$ cat src/rtl/mem_arbiter.sv
// mem_arbiter: serialises CPU instruction-fetch and data accesses onto one
// single-port memory through a req/ack handshake. Each granted access has a
// watchdog that aborts it with an error ack after TIMEOUT cycles without m_ack.
// Optional build macro MEM_ARB_RR_EN: round-robin arbitration on contention;
// when it is undefined, data always beats fetch.
module mem_arbiter #(
  parameter int unsigned TIMEOUT = 255
) (
  input  logic        clk,
  input  logic        rst,
  input  logic        if_req,
  input  logic [31:0] if_addr,
  output logic        if_ack,
  output logic [31:0] if_rdata,
  input  logic        d_req,
  input  logic        d_we,
  input  logic [31:0] d_addr,
  input  logic [31:0] d_wdata,
  input  logic [2:0]  d_type,
  output logic        d_ack,
  output logic [31:0] d_rdata,
  output logic        err,
  output logic        err_sticky,
  output logic        stall,
  output logic        m_req,
  output logic        m_we,
  output logic [31:0] m_addr,
  output logic [31:0] m_wdata,
  output logic [2:0]  m_type,
  input  logic        m_ack,
  input  logic [31:0] m_rdata
);

  typedef enum logic [1:0] {
    IDLE    = 2'd0,
    BUSY_IF = 2'd1,
    BUSY_D  = 2'd2
  } state_e;

  state_e      state_q, state_d;
  logic        last_grant_q, last_grant_d;  // 0 = fetch, 1 = data
  logic [15:0] cnt_q, cnt_d;
  logic        if_ack_q, if_ack_d;
  logic        d_ack_q, d_ack_d;
  logic [31:0] if_rdata_q, if_rdata_d;
  logic [31:0] d_rdata_q, d_rdata_d;
  logic        err_q, err_d;
  logic        err_sticky_q, err_sticky_d;
  logic        m_req_q, m_req_d;
  logic        m_we_q, m_we_d;
  logic [31:0] m_addr_q, m_addr_d;
  logic [31:0] m_wdata_q, m_wdata_d;
  logic [2:0]  m_type_q, m_type_d;

  logic        if_cand, d_cand, prefer_d, grant_d, tmo_hit, done, abort;

  // Requester-side stall: anything asked for and not yet acknowledged.
  assign stall = (if_req & ~if_ack_q) | (d_req & ~d_ack_q);

  // Next-state logic: grant in IDLE, completion or watchdog abort in BUSY.
  always_comb begin
    state_d      = state_q;
    last_grant_d = last_grant_q;
    cnt_d        = cnt_q;
    if_ack_d     = 1'b0;
    d_ack_d      = 1'b0;
    if_rdata_d   = if_rdata_q;
    d_rdata_d    = d_rdata_q;
    err_d        = 1'b0;
    err_sticky_d = err_sticky_q;
    m_req_d      = m_req_q;
    m_we_d       = m_we_q;
    m_addr_d     = m_addr_q;
    m_wdata_d    = m_wdata_q;
    m_type_d     = m_type_q;

    // A requester whose ack is high this cycle still shows its old request.
    if_cand = if_req & ~if_ack_q;
    d_cand  = d_req & ~d_ack_q;
`ifdef MEM_ARB_RR_EN
    prefer_d = ~last_grant_q;
`else
    prefer_d = 1'b1;
`endif
    grant_d = d_cand & (~if_cand | prefer_d);

    // The current BUSY cycle is number cnt_q+1; 32-bit compare avoids wrap.
    tmo_hit = ({16'd0, cnt_q} + 32'd1) >= TIMEOUT;
    done    = m_ack | tmo_hit;
    abort   = ~m_ack & tmo_hit;

    unique case (state_q)
      IDLE: begin
        if (grant_d) begin
          state_d      = BUSY_D;
          last_grant_d = 1'b1;
          cnt_d        = '0;
          m_req_d      = 1'b1;
          m_we_d       = d_we;
          m_addr_d     = d_addr;
          m_wdata_d    = d_wdata;
          m_type_d     = d_type;
        end else if (if_cand) begin
          state_d      = BUSY_IF;
          last_grant_d = 1'b0;
          cnt_d        = '0;
          m_req_d      = 1'b1;
          m_we_d       = 1'b0;
          m_addr_d     = if_addr;
          m_wdata_d    = '0;
          m_type_d     = '0;
        end
      end
      BUSY_IF, BUSY_D: begin
        if (done) begin
          state_d      = IDLE;
          m_req_d      = 1'b0;
          err_d        = abort;
          err_sticky_d = err_sticky_q | abort;
          if (state_q == BUSY_IF) begin
            if_ack_d   = 1'b1;
            if_rdata_d = abort ? '0 : m_rdata;
          end else begin
            d_ack_d    = 1'b1;
            d_rdata_d  = (abort | m_we_q) ? '0 : m_rdata;
          end
        end else if (cnt_q != '1) begin
          cnt_d = cnt_q + 16'd1;
        end
      end
      default: state_d = IDLE;
    endcase
  end

  // State and output registers with asynchronous active-low reset.
  always_ff @(posedge clk or negedge rst) begin
    if (!rst) begin
      state_q      <= IDLE;
      last_grant_q <= 1'b0;
      cnt_q        <= '0;
      if_ack_q     <= 1'b0;
      d_ack_q      <= 1'b0;
      if_rdata_q   <= '0;
      d_rdata_q    <= '0;
      err_q        <= 1'b0;
      err_sticky_q <= 1'b0;
      m_req_q      <= 1'b0;
      m_we_q       <= 1'b0;
      m_addr_q     <= '0;
      m_wdata_q    <= '0;
      m_type_q     <= '0;
    end else begin
      state_q      <= state_d;
      last_grant_q <= last_grant_d;
      cnt_q        <= cnt_d;
      if_ack_q     <= if_ack_d;
      d_ack_q      <= d_ack_d;
      if_rdata_q   <= if_rdata_d;
      d_rdata_q    <= d_rdata_d;
      err_q        <= err_d;
      err_sticky_q <= err_sticky_d;
      m_req_q      <= m_req_d;
      m_we_q       <= m_we_d;
      m_addr_q     <= m_addr_d;
      m_wdata_q    <= m_wdata_d;
      m_type_q     <= m_type_d;
    end
  end

  assign if_ack     = if_ack_q;
  assign d_ack      = d_ack_q;
  assign if_rdata   = if_rdata_q;
  assign d_rdata    = d_rdata_q;
  assign err        = err_q;
  assign err_sticky = err_sticky_q;
  assign m_req      = m_req_q;
  assign m_we       = m_we_q;
  assign m_addr     = m_addr_q;
  assign m_wdata    = m_wdata_q;
  assign m_type     = m_type_q;

endmodule

$ cat config.mk
export PLATFORM = sky130hd
export DESIGN_NAME = mem_arbiter
export DESIGN_NICKNAME = d
export VERILOG_FILES = /design/src/rtl/mem_arbiter.sv
export SDC_FILE = /design/constraint.sdc
export NUM_CORES = 1
export LEC_CHECK = 0
export ABC_AREA = 1
export CAP_MARGIN = 40
export CORE_UTILIZATION = 40
export DETAILED_ROUTE_END_ITERATION = 8
export PLACE_DENSITY = 0.75
export SLEW_MARGIN = 20
export SYNTH_ARGS = -nofsm -noshare
export SYNTH_HDL_FRONTEND = slang
export SYNTH_SLANG_ARGS = --single-unit
export TNS_END_PERCENT = 10
$ cat constraint.sdc
create_clock -name clk -period 2 [get_ports clk]
set_clock_uncertainty 0.2 [all_clocks]
set_input_delay 0.3 -clock clk [delete_from_list [all_inputs] [get_ports clk]]
set_output_delay 0.3 -clock clk [all_outputs]
set_load 0.005 [all_outputs]
Yosys cells after proc, flatten, opt, wreduce, memory -nomap -nowiden. Cells that the tools add are included.

Add/sub/neg operators: 2. Order comparisons: 1. Eq/ne operators: 7. Muxes and demuxes: 31. Bitwise operators: 11. Reductions and logical operators: 11.

Operators with widths (count): 2-to-1 mux 32 bit (6); 2-to-1 mux 16 bit (4); one-hot mux 16 bit (2 select lines) (1); adder 16 x 1 -> 17 bit (second input constant) (1); >= comparator 17 x 8 -> 1 bit (second input constant) (1); adder 16 x 1 -> 16 bit (second input constant) (1); inequality test 16 bit (second input constant) (1); 2-to-1 mux 1 bit (13); AND reduction 3 bit (3); 2-to-1 mux 2 bit (3); 2-to-1 mux 3 bit (2); inequality test 2 bit (second input constant) (3); AND reduction 2 bit (3); NOT 1 bit (4); bitwise OR 1 bit (4); one-hot mux 2 bit (2 select lines) (1); AND reduction 4 bit (1); nonzero test 2 bit (2); bitwise AND 1 bit (3); inequality test 3 bit (second input constant) (1); == test 2 x 1 -> 1 bit (second input constant) (1); == test 2 bit (second input constant) (1); logical NOT 2 bit (1); one-hot mux 1 bit (2 select lines) (1); OR reduction 2 bit (1).

Register bits: 155. Output and inout bits: 138. Logic and storage cells: 76.

Depth between registers and ports, before layout. Gate-level depths: netlist (run 1).

Depth in word-level cells: 5. Gate-level depth with buffers: 16. Gate-level depth less buffers: 15.

Least setup slack after synthesis (run 1). No wires, ideal clock.

Path kind: register to register. Start point: reg cnt_q[1]. End point: reg d_rdata_q[15] (netlist: d_rdata[15]). Data arrival time: 1.899 ns. Data required time: 1.681 ns. Slack: -0.218 ns. Cell stages (with the launch flop): 15. Clock period less this slack: 2.218 ns. Path through: dfrtp_1 ha_1 nand2_1 nor2_2 nand3_1 nand2_1 nand2_1 nor2_1 nand2_1 nor2_4 nand3_2 nand3_2 buf_8 buf_6 o21ai_2.

Longest elaborated chain between the ends: 5. Elaborated cells between the ends (all ways): 7. Those cells by class: add/sub (1); order compare (1); mux (1); bitwise (3); reduce/logical (1).

Ends and longest elaborated chain: start: declaration (line 42) `logic [15:0] cnt_q, cnt_d;`; start signal: assignment (line 155) `cnt_q <= cnt_d;`; adder 16 x 1 -> 17 bit * (line 88) `tmo_hit = ({16'd0, cnt_q} + 32'd1) >= TIMEOUT;`; >= comparator 17 x 8 -> 1 bit * (line 88); bitwise AND 1 bit (line 90) `abort = ~m_ack & tmo_hit;`; bitwise OR 1 bit (line 125) `d_rdata_d = (abort | m_we_q) ? '0 : m_rdata;`; 2-to-1 mux 32 bit (line 125); end signal: assignment (line 159) `d_rdata_q <= d_rdata_d;`; end: declaration (line 46) `logic [31:0] d_rdata_q, d_rdata_d;`.

Mark *: on every way between the ends. The rest lies on a longest branch, timed or not. A chain may end at the register's enable or synchronous reset.

Worst setup path after layout (run 1).
Start point: reg cnt_q[1]. End point: reg d_rdata_q[12] (netlist: d_rdata[12]).

The elaborated chain is that of the path after synthesis.

==> impl_metrics.ini, run 1 <==
[logic_synthesis]
async_reset_ff_frac = 1.00
synth-xor-area-share = 0.00365
synthFlopType = dfrtp_1
ys_types = 30
yosys_warnings = 0
synth.area.mux_share = 0
synth_area_leaders = dfrtp_1 54%, nand2_1 13%, nand3_1 5.3%
synth_top_family_by_area = simple AND/OR/NAND/NOR gates
yosys.area_share.simple = 0.261
synth_top_cell_by_area = dfrtp_1
synth_nets = 961
synth-seq-cells = 155
synth-adder-area-share = 0.00695
synth_compound_area_frac = 0.124
syn_avg_cell_area_um2 = 8.78
syn_area_mm2 = 0.00720
synthCells = 820
synth_top_area_frac = 0.539
synth_edf_count = 0
synth-seq-area-share = 0.539

[sta]
setup_viol = 87
hold_viol = 0
finalCriticalPeriod_ps = 2440
drv_slew = 0
relSlewSlack = 0.669
rsz0062_at_grt = true
fin_ws_ps = -443
fin_crit_sh = 1.22
max_freq_ghz = 0.409
worst-slew-pin-transition_ps = 497

[layout]
fillCellCount = 1424
diodes = 0
utilization = 0.663
final_cell_mix = 272 x clkdlybuf4s50_1, 229 x nand2_1, 150 x dfrtp_1, 74 x nand3_1, 54 x nor2_1
layout_commonest_cell = clkdlybuf4s50_1
finalNonFillerCells = 1371
multi_input_area_mm2 = 0.00303
regArea_mm2 = 0.00388
nets = 1274
area_delta_synth_final_pct = 60.4
drive_gt1_frac = 0.181

[critical_path]
r2r_cells = 16
crit_type = reg -> reg
crit_fanout = 8
worst_r2r_startpoint = cnt_q[1]
end_kind = flop
start_kind = flop
cp.required_ps = 2160
cp-endpoint = d_rdata[12]
crit_arrival_ps = 2600
r2r_end = d_rdata[12]
crit_path_start = cnt_q[1]
rrSetupSlack_ps = -440

[placement]
hpwlAfterDp_um = 15000
place_congestion = 0.857
port-buffer-count = 274
dp_slack_ps = -370
placed_cells = 1317

[worst_hold_path]
hp-class = in -> async

[grt]
grtUsageTotal = 0.235
grt_max_degree = 66
grt_pass1_vias = 6712
antenna_found_initial = 0
grt_pass1_wl_um = 33600
overflow = 0

[power]
ir_worst_vdd_uv = 751
leakage_nw = 5.27
totalPowerFinal_w = 0.0158
power_density_mw_per_mm2 = 1370

[routing]
wire_per_inst_um = 16.5
finalWirelength_um = 22600
dr.pass1.iters = 5
drc = 0
avgViaCountPerCell = 5.08
drtIter0Drc = 475
via_count = 6965
ant_nets = 0

[clocking]
clk_pin_slew_ps = 70
root_buffer = clkbuf_16
cts.sinks = 155
cts_buffers = 17
cts_tree = done
cts_buffer_depth = 2
clk-insertion-delay-late_ps = 430
htree_levels = 4

[floorplanning]
die-area_mm2 = 0.0185
start_util = 0.413
ios = 275
die_h_um = 136
die_x_um = 136
fp-row-count = 48
core_mm2 = 0.0174

[run]
drv_cap = 0

[status]
violations = setup timing
run_status = finished, violations left
==> per-stage QoR <==
stage                     cell area (um^2)  hold WS [ps]  TNS (ps)
after detailed placement             10400          78.1    -37920
after floorplan                       7230          -196    -10650
after CTS                            11200           196    -26210
after global routing                 11500           221    -43230
final                                11500           184    -34410
after global placement               10400          77.8    -32770
==> routing by layer <==
metal  vias up  global-route usage  part of all wire
met4         0              0.0951             0.025
met2       285               0.402              0.50
met3        44              0.0779             0.081
met5         -                   0                 0
li1       3356                   -                 -
met1      3280               0.269              0.39
==> worst max-delay path, cell delays in order, from the launching register on <==
cell       delay, ps
dfrtp_2          400
buf_6            110
ha_4             160
nand3_2          130
inv_2            120
nand3_1           70
nand2_1           80
nand2_1           50
nor2_1           110
nand2_1          100
nor2_4           170
nand3_4          120
nand3_4          150
buf_12           150
clkbuf_16        160
nand2_2           50
o21ai_2           60
==> what timing repair did <==
| action | in CTS | in global routing |
|---|---|---|
| pin swaps | 2 | 14 |
| cloned | 2 | 8 |
| setup buffers | 2 | 9 |
| endpoints found under the hold margin | 44 | 0 |
| hold buffers | 1 | 0 |
| gates resized for setup | 16 | 40 |
| endpoints found under the setup margin | 88 | 88 |
==> cells in the mapped netlist, types with 11 or more instances <==
master      n
nand2_1   244
dfrtp_1   155
nand3_1    76
nor2_1     60
o21ai_0    42
o21ai_1    33
a31oi_1    32
o21ai_2    30
inv_1      26
clkbuf_1   25
nand2_2    16
nand3_2    13
buf_6      11
nand4_1    11
==> sequential cells by signal (all words and copies together), names as in the netlist <==
name and cells:
d_rdata 32, if_rdata 32, m_addr 32, m_wdata 32, cnt_q 16, m_type 3
state_q 2, d_ack 1, err 1, err_sticky 1, if_ack 1, m_req 1
m_we 1
==> how the worst min path moves through the flow <==
stage / start / endpoint / slack [ps] / cells past startpoint
3_3_place_gp: rst / d_rdata[6] / 80 / 1
3_5_place_dp: rst / d_rdata[10] / 80 / 1
4_1_cts: rst / d_rdata[10] / 200 / 2
6_report: rst / d_rdata[6] / 180 / 2
2_1_floorplan: rst / cnt_q[0] / -200 / 0
5_1_grt: d_wdata[3] / m_wdata[3] / 220 / 3
==> layout make-up <==
class	instances	share of cell area
multi-input cells	583	0.263
flip-flops and latches	155	0.337
inverters	28	0.00932
well taps	225	0.0244
repair buffers	348	0.317
clock buffers	19	0.0384
clock inverters	13	0.0116
==> report_power, final <==
part / total [W] / leakage, nW / switching [W] / internal, W
clock network: 0.00319 / 0.278 / 0.00141 / 0.00178
registers: 0.00514 / 1.94 / 0.000735 / 0.00440
logic: 0.00750 / 3.05 / 0.00346 / 0.00404
total: 0.0158 / 5.27 / 0.00560 / 0.0102
==> cells by family (layout without fill, tap and decap cells) <==
group,count (synthesis),after routing
AO/OA/AOI/OAI,147,147
buffers and inverters,83,408
adder cells (fa/ha/maj),4,4
flip-flops,155,155
XOR/XNOR,3,3
AND/OR/NAND/NOR,428,429
No activity file was read; power rests on OpenSTA's default activity.
==> inputs of run 2 (changes only) <==
--- a/config.mk
+++ b/config.mk
@@ -10,6 +10,7 @@
 export CORE_UTILIZATION = 40
 export DETAILED_ROUTE_END_ITERATION = 8
 export PLACE_DENSITY = 0.75
+export REMOVE_ABC_BUFFERS = 1
 export SLEW_MARGIN = 20
 export SYNTH_ARGS = -nofsm -noshare
 export SYNTH_HDL_FRONTEND = slang
==> impl_metrics.ini, run 2 (synthesized netlist as in run 1, its figures left out) <==
[status]
run_status = finished, violations left
violations = setup timing

[clocking]
clk-insertion-delay-late_ps = 410
cts.sinks = 155
cts_buffers = 17
htree_levels = 4
clk_pin_slew_ps = 60
cts_tree = done
root_buffer = clkbuf_16
cts_buffer_depth = 2

[layout]
final_cell_mix = 272 x clkdlybuf4s50_1, 233 x nand2_1, 151 x dfrtp_1, 72 x nand3_1, 52 x nor2_1
diodes = 0
finalNonFillerCells = 1374
fillCellCount = 1395
area_delta_synth_final_pct = 60.7
layout_commonest_cell = clkdlybuf4s50_1
nets = 1278
drive_gt1_frac = 0.184
postLayoutCellArea_mm2 = 0.0116
utilization = 0.664

[critical_path]
path_cells = buf_6 > ha_4 > nand2_4 > nor2_4 > buf_6 > nand4_1 > nand2_1 > nor2_1 > nand2_1 > nor2_4 > nand3_4 > nand3_4 > clkbuf_16 > o21ai_2
start_kind = flop
crit_type = reg -> reg
crit_arrival_ps = 2590
slowest_delay_ps = 440
cpMaxStageDelayCell = dfrtp_2
cp.required_ps = 2100
crit_fanout = 7
end_kind = flop

[floorplanning]
fp-row-count = 48
ios = 275
die_h_um = 136
start_util = 0.413
die_x_um = 136
core_mm2 = 0.0174
die-area_mm2 = 0.0185

[routing]
avgViaCountPerCell = 5.02
drc = 0
finalWirelength_um = 22200
drtIter0Drc = 478
ant_nets = 0
wire_per_inst_um = 16.2
dr.pass1.iters = 5
via_count = 6901

[sta]
setup_viol = 87
worst-slew-pin-transition_ps = 746
fin_ws_ps = -489
finalCriticalPeriod_ps = 2490
rsz0062_at_grt = true
relSlewSlack = 0.503
fin_crit_sh = 1.24
drv_slew = 0
hold_viol = 0
hold_slack_ps = 121
max_freq_ghz = 0.402

[power]
p_sw_frac = 0.345
p_int_w = 0.0104
p_comb_frac = 0.472
p_seq_frac = 0.321
ir_worst_vdd_uv = 688
leakage_nw = 5.31
power_density_mw_per_mm2 = 1380
p_clk_frac = 0.207
power_switching_w = 0.00549

[grt]
grt_use_met2 = 0.392
grt.met3_usage = 0.0679
grt_busiest_layer = met2
antenna_found_initial = 0
overflow = 0
grt_pass1_wl_um = 33900
grt_max_degree = 70
grt_pass1_vias = 6684
grtUsageTotal = 0.236
grt_use_met1 = 0.286

[placement]
placed_area_mm2 = 0.0104
hpwlAfterDp_um = 14500
place_congestion = 0.887
dp_slack_ps = -422
placed_cells = 1322
port-buffer-count = 274

[run]
drv_cap = 0

[worst_hold_path]
hp-class = in -> async
[run 2: through the flow]
stage                     setup TNS, ps  power [W]
final                            -36480     0.0159
after global routing             -45660     0.0169
after CTS                        -28900     0.0156
after detailed placement         -46330     0.0121
after global placement           -43700     0.0120
after floorplan                 -254410    0.00788
[run 2: timing repair]
action / in CTS / in global routing
cloned: 2 / 7
hold buffers: 1 / 0
endpoints found under the hold margin: 155 / 0
gates resized for setup: 49 / 19
setup buffers: 4 / 7
pin swaps: 15 / 11
endpoints found under the setup margin: 88 / 141
[run 2: worst max-delay path: cells and delay by family, from the launching register on]
kind | cells | cell delay (ps)
buf+inv | 3 | 460
compound gates | 1 | 60
fa+ha+maj | 1 | 170
flops | 1 | 440
simple gates | 9 | 1060
[run 2: final timing paths]
check / startpoint / to / slack (ps) / cells after the start
worst min-delay path: rst / m_addr[3] / 120 / 2
worst max register to register: cnt_q[1] / d_rdata[24] / -490 / 14
min in group clk: d_wdata[9] / m_wdata[9] / 240 / 3
worst max-delay path: cnt_q[1] / d_rdata[24] / -490 / 14
max in group asynchronous: rst / cnt_q[10] / 840 / 3
worst min register to register: err_sticky / err_sticky / 260 / 1
[run 2: power by group through the flow]
| stage | logic [W] | registers (W) | clock network [W] |
|---|---|---|---|
| finish | 0.00752 | 0.00511 | 0.00331 |
| global placement | 0.00687 | 0.00508 | 0 |
| global route | 0.00819 | 0.00526 | 0.00350 |
| CTS | 0.00718 | 0.00510 | 0.00337 |
| detailed placement | 0.00699 | 0.00511 | 0 |
| floorplan | 0.00270 | 0.00519 | 0 |
[run 2: layout make-up]
class,instances,area [um^2],area share
repair buffers,352,3640,0.314
inverters,28,110,0.00952
well taps,225,282,0.0243
clock inverters,11,145,0.0125
clock buffers,20,457,0.0395
multi-input cells,583,3050,0.264
flip-flops and latches,155,3880,0.336
[run 2: layer usage]
layer	part of all wire	vias up
met5	0	-
met1	0.41	3263
met3	0.071	39
met4	0.024	0
met2	0.49	247
li1	-	3352
